$ cat config.mk
export PLATFORM = sky130hd
export DESIGN_NAME = veerwolf_sevseg_scanner
export DESIGN_NICKNAME = d
export VERILOG_FILES = /design/src/rtl/veerwolf_sevseg_pkg.sv /design/src/rtl/sevseg_hex_decode.sv /design/src/rtl/veerwolf_sevseg_scanner.sv
export SDC_FILE = /design/constraint.sdc
export NUM_CORES = 1
export LEC_CHECK = 0
export BUFFER_PORTS_ARGS = -buffer_cell sky130_fd_sc_hd__clkbuf_2
export CAP_MARGIN = 20
export CORE_UTILIZATION = 27
export CTS_BUF_LIST = sky130_fd_sc_hd__clkbuf_16
export DETAILED_ROUTE_END_ITERATION = 10
export PLACE_DENSITY_LB_ADDON = 0.1
export SLEW_MARGIN = 20
export SYNTH_ARGS = -nofsm -noshare
export SYNTH_HDL_FRONTEND = slang
export SYNTH_SLANG_ARGS = --single-unit
$ cat constraint.sdc
create_clock -name i_clk -period 4.7 [get_ports i_clk]
set_input_delay 0.47 -clock i_clk [delete_from_list [all_inputs] [get_ports i_clk]]
set_output_delay 0.47 -clock i_clk [all_outputs]
set_load 0.03 [all_outputs]
$ cat src/rtl/veerwolf_sevseg_pkg.sv
// Shared definitions for the seven-segment scanner: register map, scan FSM states
// and the circular search for the next enabled digit.
package veerwolf_sevseg_pkg;

  localparam logic [1:0] REG_CTRL   = 2'd0;
  localparam logic [1:0] REG_DIGITS = 2'd1;
  localparam logic [1:0] REG_TIMING = 2'd2;
  localparam logic [1:0] REG_BRIGHT = 2'd3;

  typedef enum logic [1:0] {
    ST_IDLE  = 2'd0,
    ST_BLANK = 2'd1,
    ST_ON    = 2'd2
  } scan_state_e;

  // First set mask bit after idx, wrapping; idx itself is tried last.
  function automatic logic [2:0] next_set(input logic [7:0] mask, input logic [2:0] idx);
    logic [2:0] cand;
    logic       found;
    next_set = idx;
    found    = 1'b0;
    for (int k = 1; k <= 8; k++) begin
      cand = idx + k[2:0];
      if (!found && mask[cand]) begin
        next_set = cand;
        found    = 1'b1;
      end
    end
  endfunction

endpackage

$ cat src/rtl/sevseg_hex_decode.sv
// Combinational hex digit to seven-segment decoder, active-low, bit order abc_defg.
module sevseg_hex_decode (
  input  logic [3:0] nibble_i,
  output logic [6:0] seg_o
);

  always_comb begin
    seg_o = 7'b111_1111;
    case (nibble_i)
      4'h0: seg_o = 7'b000_0001;
      4'h1: seg_o = 7'b100_1111;
      4'h2: seg_o = 7'b001_0010;
      4'h3: seg_o = 7'b000_0110;
      4'h4: seg_o = 7'b100_1100;
      4'h5: seg_o = 7'b010_0100;
      4'h6: seg_o = 7'b010_0000;
      4'h7: seg_o = 7'b000_1111;
      4'h8: seg_o = 7'b000_0000;
      4'h9: seg_o = 7'b000_0100;
      4'hA: seg_o = 7'b000_1000;
      4'hB: seg_o = 7'b110_0000;
      4'hC: seg_o = 7'b011_0001;
      4'hD: seg_o = 7'b100_0010;
      4'hE: seg_o = 7'b011_0000;
      4'hF: seg_o = 7'b011_1000;
      default: seg_o = 7'b111_1111;
    endcase
  end

endmodule

$ cat src/rtl/veerwolf_sevseg_scanner.sv
// Wishbone-configured eight-digit seven-segment scan sequencer with tear-free digit updates.
// Define SEVSEG_PWM_EN to add per-slot PWM brightness control through the BRIGHT register.
module veerwolf_sevseg_scanner
  import veerwolf_sevseg_pkg::*;
#(
  parameter logic [15:0] DWELL_RST = 16'd50000,
  parameter logic [7:0]  BLANK_RST = 8'd16
) (
  input  logic        i_clk,
  input  logic        i_rst,
  input  logic [3:0]  i_wb_adr,
  input  logic [31:0] i_wb_dat,
  input  logic [3:0]  i_wb_sel,
  input  logic        i_wb_we,
  input  logic        i_wb_cyc,
  input  logic        i_wb_stb,
  output logic [31:0] o_wb_rdt,
  output logic        o_wb_ack,
  output logic [7:0]  o_an,
  output logic [6:0]  o_seg,
  output logic        o_frame
);

  logic        ack_q;
  logic [31:0] rdt_q;
  logic [31:0] rd_data;
  logic        wb_req;
  logic        wb_wr;
  logic [1:0]  reg_sel;
  logic        unused_adr;

  logic [7:0]  mask_q;
  logic        scan_en_q;
  logic [31:0] shadow_q;
  logic [31:0] active_q;
  logic [15:0] dwell_q;
  logic [7:0]  blank_q;
  logic [7:0]  duty_rd;

  scan_state_e state_q, state_d;
  logic [2:0]  idx_q, idx_d;
  logic [15:0] cnt_q, cnt_d;
  logic        boundary;
  logic        run;
  logic [2:0]  nxt_idx;
  logic [2:0]  first_idx;
  logic [15:0] dwell_load;
  logic [15:0] blank_load;
  logic        pwm_on;

  logic [7:0]  an_q, an_d;
  logic [6:0]  seg_q, seg_d;
  logic        frame_q;
  logic [6:0]  hex_seg;

  assign reg_sel    = i_wb_adr[3:2];
  assign unused_adr = ^i_wb_adr[1:0];
  assign wb_req     = i_wb_cyc & i_wb_stb & ~ack_q;
  assign wb_wr      = wb_req & i_wb_we;

  // Bus acknowledge and registered read data
  always_ff @(posedge i_clk) begin
    if (i_rst) begin
      ack_q <= 1'b0;
      rdt_q <= 32'd0;
    end else begin
      ack_q <= wb_req;
      rdt_q <= (wb_req && !i_wb_we) ? rd_data : 32'd0;
    end
  end

  always_comb begin
    rd_data = 32'd0;
    case (reg_sel)
      REG_CTRL:   rd_data = {23'd0, scan_en_q, mask_q};
      REG_DIGITS: rd_data = shadow_q;
      REG_TIMING: rd_data = {8'd0, blank_q, dwell_q};
      REG_BRIGHT: rd_data = {16'd0, 5'd0, idx_q, duty_rd};
      default:    rd_data = 32'd0;
    endcase
  end

  // Configuration registers, byte lanes honoured
  always_ff @(posedge i_clk) begin
    if (i_rst) begin
      mask_q    <= 8'd0;
      scan_en_q <= 1'b0;
      shadow_q  <= 32'd0;
      dwell_q   <= DWELL_RST;
      blank_q   <= BLANK_RST;
    end else if (wb_wr) begin
      case (reg_sel)
        REG_CTRL: begin
          if (i_wb_sel[0]) mask_q    <= i_wb_dat[7:0];
          if (i_wb_sel[1]) scan_en_q <= i_wb_dat[8];
        end
        REG_DIGITS: begin
          for (int b = 0; b < 4; b++) begin
            if (i_wb_sel[b]) shadow_q[b*8 +: 8] <= i_wb_dat[b*8 +: 8];
          end
        end
        REG_TIMING: begin
          if (i_wb_sel[0]) dwell_q[7:0]  <= i_wb_dat[7:0];
          if (i_wb_sel[1]) dwell_q[15:8] <= i_wb_dat[15:8];
          if (i_wb_sel[2]) blank_q       <= i_wb_dat[23:16];
        end
        default: ;
      endcase
    end
  end

`ifdef SEVSEG_PWM_EN
  logic [7:0] duty_q;
  logic [7:0] pwm_cnt_q;
  logic       on_load;

  always_ff @(posedge i_clk) begin
    if (i_rst) begin
      duty_q <= 8'hFF;
    end else if (wb_wr && reg_sel == REG_BRIGHT && i_wb_sel[0]) begin
      duty_q <= i_wb_dat[7:0];
    end
  end

  // The PWM phase restarts with every slot so each digit gets the same duty.
  assign on_load = (state_d == ST_ON) && ((state_q != ST_ON) || (cnt_q == 16'd0));

  always_ff @(posedge i_clk) begin
    if (i_rst) begin
      pwm_cnt_q <= 8'd0;
    end else if (on_load) begin
      pwm_cnt_q <= 8'd0;
    end else if (state_q == ST_ON) begin
      pwm_cnt_q <= pwm_cnt_q + 8'd1;
    end
  end

  assign pwm_on  = (pwm_cnt_q < duty_q);
  assign duty_rd = duty_q;
`else
  assign pwm_on  = 1'b1;
  assign duty_rd = 8'h00;
`endif

  assign run        = scan_en_q && (mask_q != 8'd0);
  assign nxt_idx    = next_set(mask_q, idx_q);
  assign first_idx  = next_set(mask_q, 3'd7);
  assign dwell_load = (dwell_q == 16'd0) ? 16'd0 : dwell_q - 16'd1;
  assign blank_load = {8'd0, blank_q - 8'd1};

  // Scan FSM: counters are loaded with length-1 and expire at zero
  always_comb begin
    state_d  = state_q;
    idx_d    = idx_q;
    cnt_d    = cnt_q;
    boundary = 1'b0;
    if (!run) begin
      state_d = ST_IDLE;
    end else begin
      case (state_q)
        ST_IDLE: begin
          idx_d = first_idx;
          if (blank_q == 8'd0) begin
            state_d = ST_ON;
            cnt_d   = dwell_load;
          end else begin
            state_d = ST_BLANK;
            cnt_d   = blank_load;
          end
        end
        ST_BLANK: begin
          if (cnt_q == 16'd0) begin
            state_d = ST_ON;
            cnt_d   = dwell_load;
          end else begin
            cnt_d = cnt_q - 16'd1;
          end
        end
        ST_ON: begin
          if (cnt_q == 16'd0) begin
            idx_d    = nxt_idx;
            boundary = (nxt_idx <= idx_q);
            if (blank_q == 8'd0) begin
              state_d = ST_ON;
              cnt_d   = dwell_load;
            end else begin
              state_d = ST_BLANK;
              cnt_d   = blank_load;
            end
          end else begin
            cnt_d = cnt_q - 16'd1;
          end
        end
        default: state_d = ST_IDLE;
      endcase
    end
  end

  always_ff @(posedge i_clk) begin
    if (i_rst) begin
      state_q <= ST_IDLE;
      idx_q   <= 3'd0;
      cnt_q   <= 16'd0;
    end else begin
      state_q <= state_d;
      idx_q   <= idx_d;
      cnt_q   <= cnt_d;
    end
  end

  // The copy samples the pre-write shadow, so a coincident DIGITS write lands next frame.
  always_ff @(posedge i_clk) begin
    if (i_rst) begin
      active_q <= 32'd0;
    end else if (state_q == ST_IDLE || boundary) begin
      active_q <= shadow_q;
    end
  end

  sevseg_hex_decode u_hex (
    .nibble_i (active_q[{idx_q, 2'b00} +: 4]),
    .seg_o    (hex_seg)
  );

  // Gating on run releases the anode on the same cycle a mask or enable clear lands.
  always_comb begin
    an_d  = 8'hFF;
    seg_d = 7'h7F;
    if (state_q == ST_ON) begin
      seg_d = hex_seg;
      if (run && mask_q[idx_q] && pwm_on) an_d[idx_q] = 1'b0;
    end
  end

  always_ff @(posedge i_clk) begin
    if (i_rst) begin
      an_q    <= 8'hFF;
      seg_q   <= 7'h7F;
      frame_q <= 1'b0;
    end else begin
      an_q    <= an_d;
      seg_q   <= seg_d;
      frame_q <= boundary;
    end
  end

  assign o_wb_ack = ack_q;
  assign o_wb_rdt = rdt_q;
  assign o_an     = an_q;
  assign o_seg    = seg_q;
  assign o_frame  = frame_q;

endmodule

---- Yosys cells after proc, flatten, opt, wreduce, memory -nomap -nowiden ----
Memories as Yosys holds them, arrays and structs flattened. A register that Yosys moved wholly into a read port is not among the register bits.
Index checks and enable logic that the tools add are counted.
word-level totals
  bits in registers ....................... 160
  ROM bits ................................ 112
  input bits .............................. 45
  logic and storage cells ................. 176
  memories kept ........................... 1
cells by class
  $add $sub $neg .......................... 10
  order comparisons ....................... 10
  equal/unequal tests ..................... 7
  shift operators ......................... 1
  mux-type cells .......................... 63
  bitwise gates (word level) .............. 9
  reduce and logical (&&, ||, !) cells .... 58
memories
  name             words  bits a word  read ports  clocked after memory_dff  write ports  line                    source
  (no name shown)  16     7            1           1                         0            sevseg_hex_decode.sv:9  case (nibble_i)
operators with widths
  cell                     number
  $pmux W32 S4             1
  $mux W16                 4
  $mux W3                  17
  $pmux W16 S3             1
  $logic_not A16 Y1        2
  $lt A3 B4 Y1 const B     8
  $shiftx A32 B6 Y4        1
  $sub A16 B1 Y16 const B  2
  $reduce_and A3 Y1        10
  $mux W1                  26
  $bmux W1 S3              8
  $logic_and A1 B1 Y1      18
  $logic_not A1 Y1         15
  $add A3 B3 Y3 const B    4
  $logic_not A8 Y1         1
  $not A8 Y8               1
  $reduce_bool A8 Y1       1
  $sub A8 B1 Y8 const B    1
  $add A3 B2 Y3 const B    2
  $eq A2 B2 Y1 const B     3
  $mux W2                  3
  $pmux W2 S3              1
  $pmux W3 S2              1
  $reduce_or A2 Y1         3
  14 further kinds         24

---- Logic depth before layout (Yosys ltp) ----
Gate-level depths: netlist of run 1.
  depth in word-level cells ............... 30
  mapped depth ............................ 22

---- Cells and area by module ----
Synthesis of run 1 repeated with hierarchy kept, for this count alone.
second synthesis, totals
  cell total of the unflattened synthesis .. 955
  area total of the unflattened synthesis .. 8637.0 µm²
by module, submodules not included
  module                   instances  cells each  area an instance (µm²)
  veerwolf_sevseg_scanner  1          920         8389.3
  sevseg_hex_decode        1          35          247.7

---- Least setup slack after synthesis of run 1 ----
No wires, ideal clock.
  path type ............................... reg-to-reg
  start point ............................. register idx_q[1]
  end point ............................... register active_q[10]
  arrival time ............................ 4455 ps
  required time ........................... 4572 ps
  path slack .............................. 117 ps
  stages on the path, launching flop included .. 23
  buffers on the path ..................... 4
  clock period less this slack ............ 4583 ps
  cell sequence ........................... dfxtp_1 > buf_4 > clkbuf_1 > inv_1 > ha_1 > buf_6 > mux2_2 > mux4_2 > nor3b_4 > nand2_1 > a21oi_1 > o32ai_1 > a21oi_1 > inv_1 > ha_1 > a21o_1 > a21oi_1 > a31oi_1 > nor3_2 > nor2_2 > buf_4 > mux2i_1 > nor2_1
on the way
  cells in the longest elaborated chain, start to end .. 30
  elaborated cells on any way between the ends .. 57
ends and longest elaborated chain
  what                           line                            source
  start, declared                veerwolf_sevseg_scanner.sv:41   logic [2:0] idx_q, idx_d;
  start signal, assigned         veerwolf_sevseg_scanner.sv:206  idx_q <= idx_d;
  $add A3 B1 Y3                  veerwolf_sevseg_pkg.sv:23       cand = idx + k[2:0];
  $bmux W1 S3                    veerwolf_sevseg_pkg.sv:24       if (!found && mask[cand]) begin
  $mux W1 (not written as such)  veerwolf_sevseg_pkg.sv:24
  $mux W1                        veerwolf_sevseg_pkg.sv:24
  $logic_not A1 Y1               veerwolf_sevseg_pkg.sv:24
  $logic_and A1 B1 Y1            veerwolf_sevseg_pkg.sv:24
  $mux W1                        veerwolf_sevseg_pkg.sv:24
  $logic_not A1 Y1               veerwolf_sevseg_pkg.sv:24
  (+14 left out)                 --
  $logic_not A1 Y1               veerwolf_sevseg_pkg.sv:24
  $logic_and A1 B1 Y1            veerwolf_sevseg_pkg.sv:24
  $mux W3                        veerwolf_sevseg_pkg.sv:24
  $le A3 B3 Y1 *                 veerwolf_sevseg_scanner.sv:182  boundary = (nxt_idx <= idx_q);
  $mux W1 *                      veerwolf_sevseg_scanner.sv:180  if (cnt_q == 16'd0) begin
  $mux W1 *                      veerwolf_sevseg_scanner.sv:160  case (state_q)
  $mux W1 *                      veerwolf_sevseg_scanner.sv:157  if (!run) begin
  $logic_or A1 B1 Y1 *           veerwolf_sevseg_scanner.sv:215  end else if (state_q == ST_IDLE || boundary) begin
  end signal, assigned           veerwolf_sevseg_scanner.sv:216  active_q <= shadow_q;
  end, declared                  veerwolf_sevseg_scanner.sv:35   logic [31:0] active_q;
Mark *: on every way between the ends. The rest lies on a longest branch, timed or not. The select of a mux whose other input is x is not followed.
A chain may end at the register's enable or synchronous reset.

---- Final worst setup path of run 1 ----
  start point ............................. register idx_q[1]
  end point ............................... register active_q[11]
The elaborated chain is that of the path after synthesis.

==> results of run 1 <==
==> synth_stat cells, drive strengths merged, types with 3 or more instances <==
| cell type | count |
|---|---|
| nand3 | 16 |
| o32ai | 5 |
| mux2 | 9 |
| o21ai | 21 |
| nand3b | 7 |
| mux4 | 23 |
| mux2i | 108 |
| o221ai | 4 |
| or4 | 3 |
| clkbuf | 38 |
| ha | 24 |
| xnor2 | 19 |
| dfxtp | 167 |
| o22ai | 12 |
| a31oi | 6 |
| or2 | 3 |
| a311oi | 4 |
| a211o | 3 |
| nor3 | 21 |
| nand2 | 69 |
| a22oi | 22 |
| buf | 22 |
| or3 | 7 |
| xor2 | 14 |
| a211oi | 8 |
| inv | 23 |
| and3 | 14 |
| nor4 | 6 |
| nor2 | 180 |
| and2 | 3 |
| nand2b | 9 |
| a21oi | 38 |
| nor2b | 5 |
==> per-stage QoR <==
| stage | power [mW] | instance area [µm²] | worst slack (ns) |
|---|---|---|---|
| 6_report | 2.96 | 10000 | 0.366 |
| 5_1_grt | 3.08 | 10000 | 0.0229 |
| 4_1_cts | 3.01 | 10000 | 0.205 |
| 3_5_place_dp | 1.58 | 9420 | 0.247 |
| 3_3_place_gp | 1.58 | 9420 | 0.262 |
| 2_1_floorplan | 1.53 | 8590 | 0.117 |
==> what timing repair did <==
action | 4_1_cts | 5_1_grt
endpoints found under the setup margin | 0 | 32
resized for setup | 0 | 4
setup buffers | 0 | 0
==> layout make-up <==
type | count | area (µm²)
fill | 3303 | 20900
multi-input combinational | 691 | 4910
sequential | 167 | 3340
timing repair buffer | 107 | 591
tap | 396 | 495
clock buffer | 17 | 425
clock inverter | 15 | 153
inverter | 23 | 86.3
==> worst max path at each step <==
stage / slack (ns) / to
after floorplan: 0.12 / active_q[10]$_SDFFE_PP0P_
after global placement: 0.26 / active_q[31]$_SDFFE_PP0P_
after detailed placement: 0.25 / active_q[21]$_SDFFE_PP0P_
after CTS: 0.21 / active_q[21]$_SDFFE_PP0P_
after global routing: 0.02 / active_q[27]$_SDFFE_PP0P_
final: 0.37 / active_q[11]$_SDFFE_PP0P_
==> flip-flops by register name, summed over array words and instances (netlist names), 7 cells and up <==
name,count
dwell_q,16
active_q,32
shadow_q,32
o_wb_rdt,32
cnt_q,16
o_an,8
o_seg,7
blank_q,8
mask_q,8
==> worst max-delay path, cell delays in order (launching register included) <==
cell and delay (ns):
dfxtp_1 0.33, inv_1 0.11, ha_2 0.43, mux2_1 0.38, mux4_2 0.54, nor3b_4 0.26, nand2_1 0.10, a21oi_1 0.13
o32ai_1 0.11, a21oi_1 0.24, inv_1 0.07, ha_1 0.30, a21o_1 0.11, a21oi_1 0.06, a31oi_1 0.26, nor3_2 0.09
nor2_4 0.12, buf_12 0.24, mux2i_1 0.22, nor2_1 0.05
==> logic make-up after synthesis <==
kind of cell             after synthesis
AO/OA/AOI/OAI                        145
XOR/XNOR                              33
adder cells (fa/ha/maj)               24
buffers and inverters                 83
flip-flops                           167
multiplexers                         140
AND/OR/NAND/NOR                      349
==> layer usage <==
layer	vias to the layer above	part of all wire [%]	global-route usage [%]	wire (µm)
li1	3459	-	-	-
met1	3284	50	23.2	12900
met2	129	46	25.5	12000
met3	18	2.7	2.59	695
met4	0	1.2	4.55	314
met5	-	0	0	0
==> cells in the final DEF, fill, tap and decap left out, types with 17 or more instances in the layout <==
cell | synthesis | layout
mux4_2 | 23 | 23
clkbuf_16 | 0 | 17
clkbuf_2 | 0 | 90
nor2_1 | 179 | 179
ha_1 | 24 | 22
nand2_1 | 68 | 68
mux2i_1 | 108 | 107
a21oi_1 | 36 | 36
dfxtp_1 | 167 | 167
xnor2_1 | 19 | 19
a22oi_1 | 22 | 22
inv_1 | 22 | 23
==> power by group through the flow <==
stage / registers (mW) / logic (mW) / clock network [mW]
final: 1.43 / 0.119 / 1.41
after global routing: 1.43 / 0.131 / 1.52
after CTS: 1.43 / 0.122 / 1.47
after detailed placement: 1.46 / 0.121 / 0
after global placement: 1.46 / 0.122 / 0
after floorplan: 1.46 / 0.0669 / 0
==> flow_metrics.tcl, run 1 <==
set metrics [dict create \
    cts_buffers 17 \
    arrival_ns 4.63 \
    cap_violations 0 \
    ys.flop_type "dfxtp_1" \
    root_buffer "clkbuf_16" \
    final_util_pct 32.4 \
    drt-initial-drc-count 450 \
    synth_top_family_by_area "multiplexers" \
    grt_max_degree 69 \
    rrSetupSlack_ns 0.37 \
    coreArea_mm2 0.0309 \
    die_x_um 180 \
    antenna_found_initial 0 \
    ys_ff_latch 167 \
    clk_pin_slew_ns 0.07 \
    synth_area_mm2 0.00859 \
    cts.sinks 167 \
    setup_violations 0 \
    cts_tree "done" \
    hold_path_class "input port to register" \
    io_buffer_count 91 \
    leakagePower_nw 4.12 \
    synth_fp_nets 1010 \
    insertedDiodeCount 0 \
    outcome "complete, no violations" \
    timing.rr.start "idx_q[1]$_SDFFE_PP0P_" \
    routedWlPerCell_um 18.3 \
    drt_wl_total_um 25900 \
    p_int_mw 2.25 \
    synth-simple-area-share_pct 18.7 \
    clk-insertion-delay-late_ns 0.43 \
    grt_overflow 0 \
    dieArea_mm2 0.0325 \
    grt_pass1_wl_um 40800 \
    placed_cells 1384 \
    clock_skew_ns 0.0106 \
    swShare_pct 24.1 \
    synth-seq-area-share_pct 38.9 \
    die_h_um 180 \
    syn_area_per_cell_um2 9.13 \
    whs_ns 0.267 \
    min_period_ns 4.33 \
    drive_above_1_share_pct 18.8 \
    grt_setup_unrepaired "no" \
    pwr-share-seq_pct 48.2 \
    p_sw_uw 715 \
    slew_violations 0 \
    synth-adder-area-share_pct 3.50 \
    crit_fanout 32 \
    hpwlAfterDp_um 18700 \
    clk_path_buf_depth 2 \
    ios 94 \
    synthTopCellsByArea "dfxtp_1, mux2i_1, nor2_1" \
    power_density_mw_per_mm2 296 \
    vias 6890 \
    yosys_warnings 0 \
    synthesis.instances 941 \
    path_class "register to register" \
    gr-usage-all-layers_pct 16.4 \
    synth_cell_types 72 \
    grt_pass1_vias 6720 \
    cp-start-kind "register" \
    rr_worst_depth 19 \
    area_growth_pct 16.5 \
    synthMuxAreaShare_pct 19.8 \
    min_path_cells 3 \
    p_clk_share_pct 47.7 \
    gp_congestion 0.810 \
    r2r_end "active_q[11]$_SDFFE_PP0P_" \
    num_rows 64 \
    viasPerCell 4.87 \
    h-tree-depth 4 \
    yosys.area.top_type_share_pct 38.9 \
    layoutNonFillerInstCount 1416 \
    yosys.area.top_type "dfxtp_1" \
    peakVddDrop_mv 0.243 \
    min_to "shadow_q[24]$_SDFFE_PP0P_" \
    synth-xor-area-share_pct 3.36 \
    clock.fmax_ghz 0.231 \
    pwr-share-comb_pct 4.0 \
    min_from "i_wb_dat[24]" \
    worst_pin_slew_ns 1.06 \
    relSlewSlack_pct 27.3 \
    hold_violations 0 \
    ctsHoldBuffers 0 \
    end_kind "register" \
    dr.pass1.iters 5 \
    synth_edf_count 0 \
    layout.nets 1076 \
    drc 0 \
    fin_setup_tns_ns 0 \
    crit_start "idx_q[1]$_SDFFE_PP0P_" \
    ys_async_sr_fraction_pct 0 \
    synth_compound_area_share_pct 11.6 \
    drtAntennaViolNets 0 \
    required_ns 5.00 \
    initial_core_util_pct 27.8 \
    final.period_utilization_pct 92.2 \
]
Power figures use the tool's default switching activity.
==> run 2, diff against run 1 <==
--- a/config.mk
+++ b/config.mk
@@ -14,4 +14,5 @@
 export SLEW_MARGIN = 20
 export SYNTH_ARGS = -nofsm -noshare
 export SYNTH_HDL_FRONTEND = slang
+export SYNTH_HIERARCHICAL = 1
 export SYNTH_SLANG_ARGS = --single-unit
==> flow_metrics.tcl, run 2 <==
set metrics [dict create \
    fin_area_mm2 0.00998 \
    synth-seq-area-share_pct 38.7 \
    power_density_mw_per_mm2 293 \
    p_sw_uw 724 \
    grt_setup_unrepaired "no" \
    area_growth_pct 15.6 \
    syn_area_per_cell_um2 9.04 \
    hpwlAfterDp_um 18900 \
    cts_post_setup_buffers_inserted 0 \
    grt_pass1_wl_um 40700 \
    synth_area_mm2 0.00864 \
    relSlewSlack_pct 43.1 \
    routedWlPerCell_um 18.2 \
    pwr-share-comb_pct 4.2 \
    worst_pin_slew_ns 0.842 \
    grt_overflow 0 \
    antenna_found_initial 1 \
    cts_buffers 17 \
    dr.pass1.iters 5 \
    setup_violations 0 \
    gr-usage-all-layers_pct 16.3 \
    path_class "register to register" \
    yosys_warnings 6 \
    clock_skew_ns 0.0136 \
    pre_cts_ws_ns 0.372 \
    vias 7034 \
    cts_tree "done" \
    synth-adder-area-share_pct 3.74 \
    synthesis.instances 955 \
    synth_top_family_by_area "simple AND/OR/NAND/NOR gates" \
    hold_path_class "input port to register" \
    crit_fanout 32 \
    synth-simple-area-share_pct 19.7 \
    pwr-share-seq_pct 48.8 \
    min_period_ns 4.31 \
    root_buffer "clkbuf_16" \
    gp_congestion 0.830 \
    ys_async_sr_fraction_pct 0 \
    coreArea_mm2 0.0315 \
    ctsHoldBuffers 0 \
    drt_wl_total_um 26100 \
    end_kind "register" \
    synth-xor-area-share_pct 3.04 \
    drtAntennaViolNets 0 \
    cts.sinks 167 \
    yosys.area.top_type "dfxtp_1" \
    peakVddDrop_mv 0.240 \
    most-common-layout-cells "dfxtp_1, nor2_1, mux2i_1" \
    final.period_utilization_pct 91.8 \
    cp-start-kind "register" \
    synth_fp_nets 1025 \
    yosys.area.top_type_share_pct 38.7 \
    synth_edf_count 0 \
    synth_cell_types 80 \
    layout.nets 1090 \
    viasPerCell 4.90 \
    clk-insertion-delay-late_ns 0.44 \
    clock.fmax_ghz 0.232 \
    grt_pass1_vias 6815 \
    synth_compound_area_share_pct 12.5 \
    clk_path_buf_depth 2 \
    p_clk_share_pct 47.1 \
    synthTopCellsByArea "dfxtp_1, mux2i_1, nor2_1" \
    nFillCells 3361 \
    drt-initial-drc-count 332 \
    final_common_cell "dfxtp_1" \
    die_x_um 181 \
    dpl_cell_area_mm2 0.00941 \
    insertedDiodeCount 0 \
    ios 94 \
    clk_pin_slew_ns 0.07 \
    io_buffer_count 91 \
    outcome "complete, no violations" \
    leakagePower_nw 3.98 \
    required_ns 5.00 \
    ys_ff_latch 167 \
    ys.flop_type "dfxtp_1" \
    die_h_um 181 \
    yosysMostFrequentCell "dfxtp_1" \
    fin_setup_tns_ns 0 \
    synthTopCellsByCount "dfxtp_1, nor2_1, mux2i_1" \
    dieArea_mm2 0.0327 \
    drc 0 \
    slew_violations 0 \
    swShare_pct 24.7 \
    arrival_ns 4.62 \
    h-tree-depth 4 \
    grt_max_degree 67 \
    synthMuxAreaShare_pct 17.5 \
    num_rows 65 \
    p_int_mw 2.20 \
    layout_setup_ws_ns 0.387 \
    cap_violations 0 \
    post_cts_resized 0 \
    whs_ns 0.263 \
    drive_above_1_share_pct 18.0 \
    initial_core_util_pct 27.4 \
    hold_violations 0 \
]
## run 2: cell types whose count changed in the layout (fill, tap and decap cells not counted), moves of 5 or more
cell / previous run / this run
nor2_1: 179 / 155
nand2_1: 68 / 90
mux2i_1: 107 / 99
o211ai_1: 2 / 9
or3_1: 7 / 13
inv_1: 23 / 28
nand2b_1: 9 / 4
nor4_1: 5 / 10
o21ai_0: 16 / 21
o31ai_1: 0 / 5
## run 2: metrics by stage
| stage | instances | utilization, % | power [mW] |
|---|---|---|---|
| floorplan | 955 | - | 1.53 |
| global placement | 1403 | 29.9 | 1.59 |
| detailed placement | 1403 | 29.9 | 1.59 |
| CTS | 1435 | 31.7 | 2.98 |
| global route | 1435 | 31.7 | 3.05 |
| finish | 1435 | 31.7 | 2.93 |
## run 2: cell type report
type                            instances  area [µm²]  share of cell area, %
Sequential cell                       167        3340                   33.5
Inverter                               29         109                   1.09
Clock buffer                           17         425                   4.26
Multi-Input combinational cell        702        4900                   49.1
Timing Repair Buffer                  103         561                   5.62
Tap cell                              402         503                   5.04
Clock inverter                         15         143                   1.43
## run 2: power groups by stage
stage                     sequential, mW  combinational (mW)  clock [mW]
after CTS                           1.43               0.125        1.43
final                               1.43               0.122        1.38
after global placement              1.46               0.125           0
after floorplan                     1.46              0.0701           0
after global routing                1.43               0.134        1.48
after detailed placement            1.46               0.124           0
## run 2: worst paths after layout
check	cells past startpoint	slack (ns)	start	end
setup / recovery	17	0.39	idx_q[1]$_SDFFE_PP0P_	active_q[15]$_SDFFE_PP0P_
hold / removal	3	0.26	i_wb_dat[14]	dwell_q[14]$_SDFFE_PP1P_
setup reg to reg	17	0.39	idx_q[1]$_SDFFE_PP0P_	active_q[15]$_SDFFE_PP0P_
hold reg to reg	2	0.50	dwell_q[1]$_SDFFE_PP0P_	dwell_q[1]$_SDFFE_PP0P_
## run 2: worst max-delay path: stages, from the launching register on
cell and delay (ns):
dfxtp_1 0.37, inv_1 0.07, ha_1 0.49, mux4_2 0.67, mux2_2 0.32, a31oi_1 0.14, o32ai_1 0.11, o31a_1 0.28
o21bai_1 0.19, ha_1 0.31, nor2b_1 0.12, o21ai_0 0.08, a32oi_1 0.22, nor3_1 0.11, nor2_4 0.14, buf_12 0.25
mux2i_1 0.23, nor2_1 0.05
## run 2: kinds of logic after synthesis
logic type,Yosys count
simple gates,364
flops,167
buf+inv,86
xor+xnor,30
fa+ha+maj,26
mux,125
compound gates,157
## run 2: per-layer routing
metal	global-route usage, %	routed length [µm]	share of wire [%]	vias to the layer above
met1	22.5	12900	49	3378
met5	0	0	0	-
li1	-	-	-	3515
met2	25.7	12100	46	125
met3	3.02	867	3.3	16
met4	4.58	315	1.2	0
==> run 3, diff against run 2 <==
--- a/config.mk
+++ b/config.mk
@@ -5,6 +5,7 @@
 export SDC_FILE = /design/constraint.sdc
 export NUM_CORES = 1
 export LEC_CHECK = 0
+export ABC_AREA = 1
 export BUFFER_PORTS_ARGS = -buffer_cell sky130_fd_sc_hd__clkbuf_2
 export CAP_MARGIN = 20
 export CORE_UTILIZATION = 27
==> flow_metrics.tcl, run 3 <==
set metrics [dict create \
    synthMuxAreaShare_pct 0 \
    synth_area_mm2 0.00848 \
    clk_path_buf_depth 2 \
    antenna_found_initial 0 \
    vias 7897 \
    drive_above_1_share_pct 14.3 \
    grt_use_met3_pct 3.16 \
    clock.fmax_ghz 0.263 \
    area_growth_pct 16.2 \
    grt_pass1_vias 7526 \
    initial_core_util_pct 27.6 \
    final_util_pct 32.0 \
    ctsHoldBuffers 0 \
    cp_top_family "simple AND/OR/NAND/NOR gates" \
    slew_violations 0 \
    cts_post_setup_buffers_inserted 0 \
    root_buffer "clkbuf_16" \
    h-tree-depth 4 \
    synth-seq-area-share_pct 39.4 \
    cts.sinks 167 \
    cap_violations 0 \
    post_cts_resized 0 \
    drt-initial-drc-count 447 \
    critPathBufInv 4 \
    routedWlPerCell_um 16.7 \
    grt_pass1_wl_um 43400 \
    path_depth 24 \
    fin_setup_tns_ns 0 \
    path_cells "buf_4, ha_1, inv_1, nand2_1, nand2_1, nand3_2, nand2_4, nor2_8, nand2_4, nor3_4, nand3_2, nand2_1, inv_1, nand2_2, nand2_1, ha_1, a21oi_1, o21ai_0, a211oi_2, nand2_1, nand2_2, buf_12, o21ai_0, a21oi_1" \
    p_sw_uw 796 \
    synthesis.instances 1195 \
    synth-adder-area-share_pct 3.69 \
    hold_violations 0 \
    outcome "complete, but fails checks" \
    peakVddDrop_mv 0.219 \
    synthTopCellsByCount "nand2_1, dfxtp_1, a21oi_1" \
    end_kind "register" \
    synth_fp_nets 1265 \
    final.period_utilization_pct 80.9 \
    setup_violations 0 \
    insertedDiodeCount 0 \
    yosys.area.top_type_share_pct 39.4 \
    drc 8 \
    pwr-share-seq_pct 48.4 \
    synth_compound_area_share_pct 20.2 \
    cp_slowest_cell "dfxtp_1" \
    coreArea_mm2 0.0307 \
    yosys.area.top_type "dfxtp_1" \
    dieArea_mm2 0.0321 \
    grt_util_met2_pct 30.0 \
    synth_edf_count 0 \
    rr_worst_depth 24 \
    die_h_um 179 \
    use_met1_pct 24.0 \
    ys_async_sr_fraction_pct 0 \
    clk-insertion-delay-late_ns 0.44 \
    power_density_mw_per_mm2 301 \
    cp-start-kind "register" \
    pwr-share-comb_pct 5.5 \
    clk_pin_slew_ns 0.07 \
    most-common-layout-cells "nand2_1, dfxtp_1, a21oi_1" \
    path_class "register to register" \
    die_x_um 179 \
    hold_path_class "input port to register" \
    min_period_ns 3.80 \
    num_rows 64 \
    syn_area_per_cell_um2 7.10 \
    violations "DRC" \
    leakagePower_nw 4.13 \
    drtAntennaViolNets 0 \
    ys.flop_type "dfxtp_1" \
    worst_pin_slew_ns 1.04 \
    rrSetupSlack_ns 0.90 \
    cts_buffers 17 \
    final_common_cell "nand2_1" \
    synthTopCellsByArea "dfxtp_1, nand2_1, a21oi_1" \
    synth_cell_types 52 \
    grt_max_degree 65 \
    max_stage_delay_ns 0.38 \
    arrival_ns 4.17 \
    min_path_cells 3 \
    viasPerCell 4.71 \
    synth-simple-area-share_pct 25.1 \
    ys_ff_latch 167 \
    crit_fanout 64 \
    gr-usage-all-layers_pct 18.1 \
    drt_wl_total_um 28000 \
    clock_skew_ns 0.0124 \
    p_int_mw 2.17 \
    ios 94 \
    dr.pass1.iters 9 \
    yosys_warnings 6 \
    crit_top_cell "nand2_1" \
    io_buffer_count 91 \
    layout.nets 1337 \
    cts_tree "done" \
    yosysMostFrequentCell "nand2_1" \
    gp_congestion 0.781 \
    grt_setup_unrepaired "no" \
    synth_top_family_by_area "simple AND/OR/NAND/NOR gates" \
    relSlewSlack_pct 30.1 \
    grt_overflow 0 \
    p_clk_share_pct 46.1 \
    required_ns 5.07 \
    swShare_pct 26.9 \
    grt_busiest_layer "met2" \
    hpwlAfterDp_um 20500 \
    synth-xor-area-share_pct 2.77 \
]
## run 3: cell count changes after synthesis, sizes merged, moves of 12 or more
cell / previous run / this run
a31oi: 4 / 16
a21oi: 40 / 136
o21ai: 24 / 135
nor2: 156 / 101
xnor2: 16 / 4
a22oi: 23 / 1
mux4: 19 / 0
nand2: 90 / 262
and3: 15 / 0
inv: 28 / 130
or3: 14 / 0
mux2i: 100 / 0
nand3: 13 / 82
## run 3: power groups by stage
stage / Clock [mW] / Combinational [mW] / Sequential [mW]
3_5_place_dp: 0 / 0.164 / 1.47
4_1_cts: 1.41 / 0.165 / 1.43
2_1_floorplan: 0 / 0.0980 / 1.46
5_1_grt: 1.47 / 0.183 / 1.43
6_report: 1.37 / 0.163 / 1.43
3_3_place_gp: 0 / 0.164 / 1.47
## run 3: area by class of cell
| class | count | area [µm²] |
|---|---|---|
| Clock buffer | 17 | 425 |
| Clock inverter | 15 | 125 |
| Fill cell | 3464 | 20900 |
| Inverter | 132 | 499 |
| Multi-Input combinational cell | 845 | 4400 |
| Sequential cell | 167 | 3340 |
| Tap cell | 396 | 495 |
| Timing Repair Buffer | 104 | 566 |
## run 3: worst paths after layout
path | from | end
worst max-delay path | idx_q[0]$_SDFFE_PP0P_ | active_q[4]$_SDFFE_PP0P_
worst min-delay path | i_wb_dat[4] | dwell_q[4]$_SDFFE_PP1P_
worst max register to register | idx_q[0]$_SDFFE_PP0P_ | active_q[4]$_SDFFE_PP0P_
worst min register to register | shadow_q[31]$_SDFFE_PP0P_ | o_wb_rdt[31]$_SDFF_PP0_
## run 3: layer usage
| layer | part of all wire [%] | routed length (µm) |
|---|---|---|
| met5 | 0 | 0 |
| met4 | 1.4 | 391 |
| met3 | 2.8 | 778 |
| met2 | 46 | 12900 |
| met1 | 50 | 13800 |
## run 3: metrics by stage
step	instances	hold slack (ns)	setup slack (ns)	total power [mW]	area (µm²)
2_1_floorplan	1195	0.425	1.06	1.56	8480
3_3_place_gp	1644	0.445	0.984	1.63	9300
3_5_place_dp	1644	0.442	0.935	1.63	9300
4_1_cts	1676	0.237	0.911	3.00	9850
5_1_grt	1676	0.248	0.498	3.09	9850
6_report	1676	0.258	0.898	2.96	9850
## run 3: cells by family (layout without fill, tap and decap cells)
kind of cell	count (synthesis)	count (layout)
XOR/XNOR	26	26
flip-flops	167	167
AO/OA/AOI/OAI	316	316
AND/OR/NAND/NOR	478	478
buffers and inverters	183	268
adder cells (fa/ha/maj)	25	25
## run 3: tightest hold or removal path: stages
cell,delay (ns)
clkbuf_2,0.10
nand2_1,0.05
nand3_1,0.05
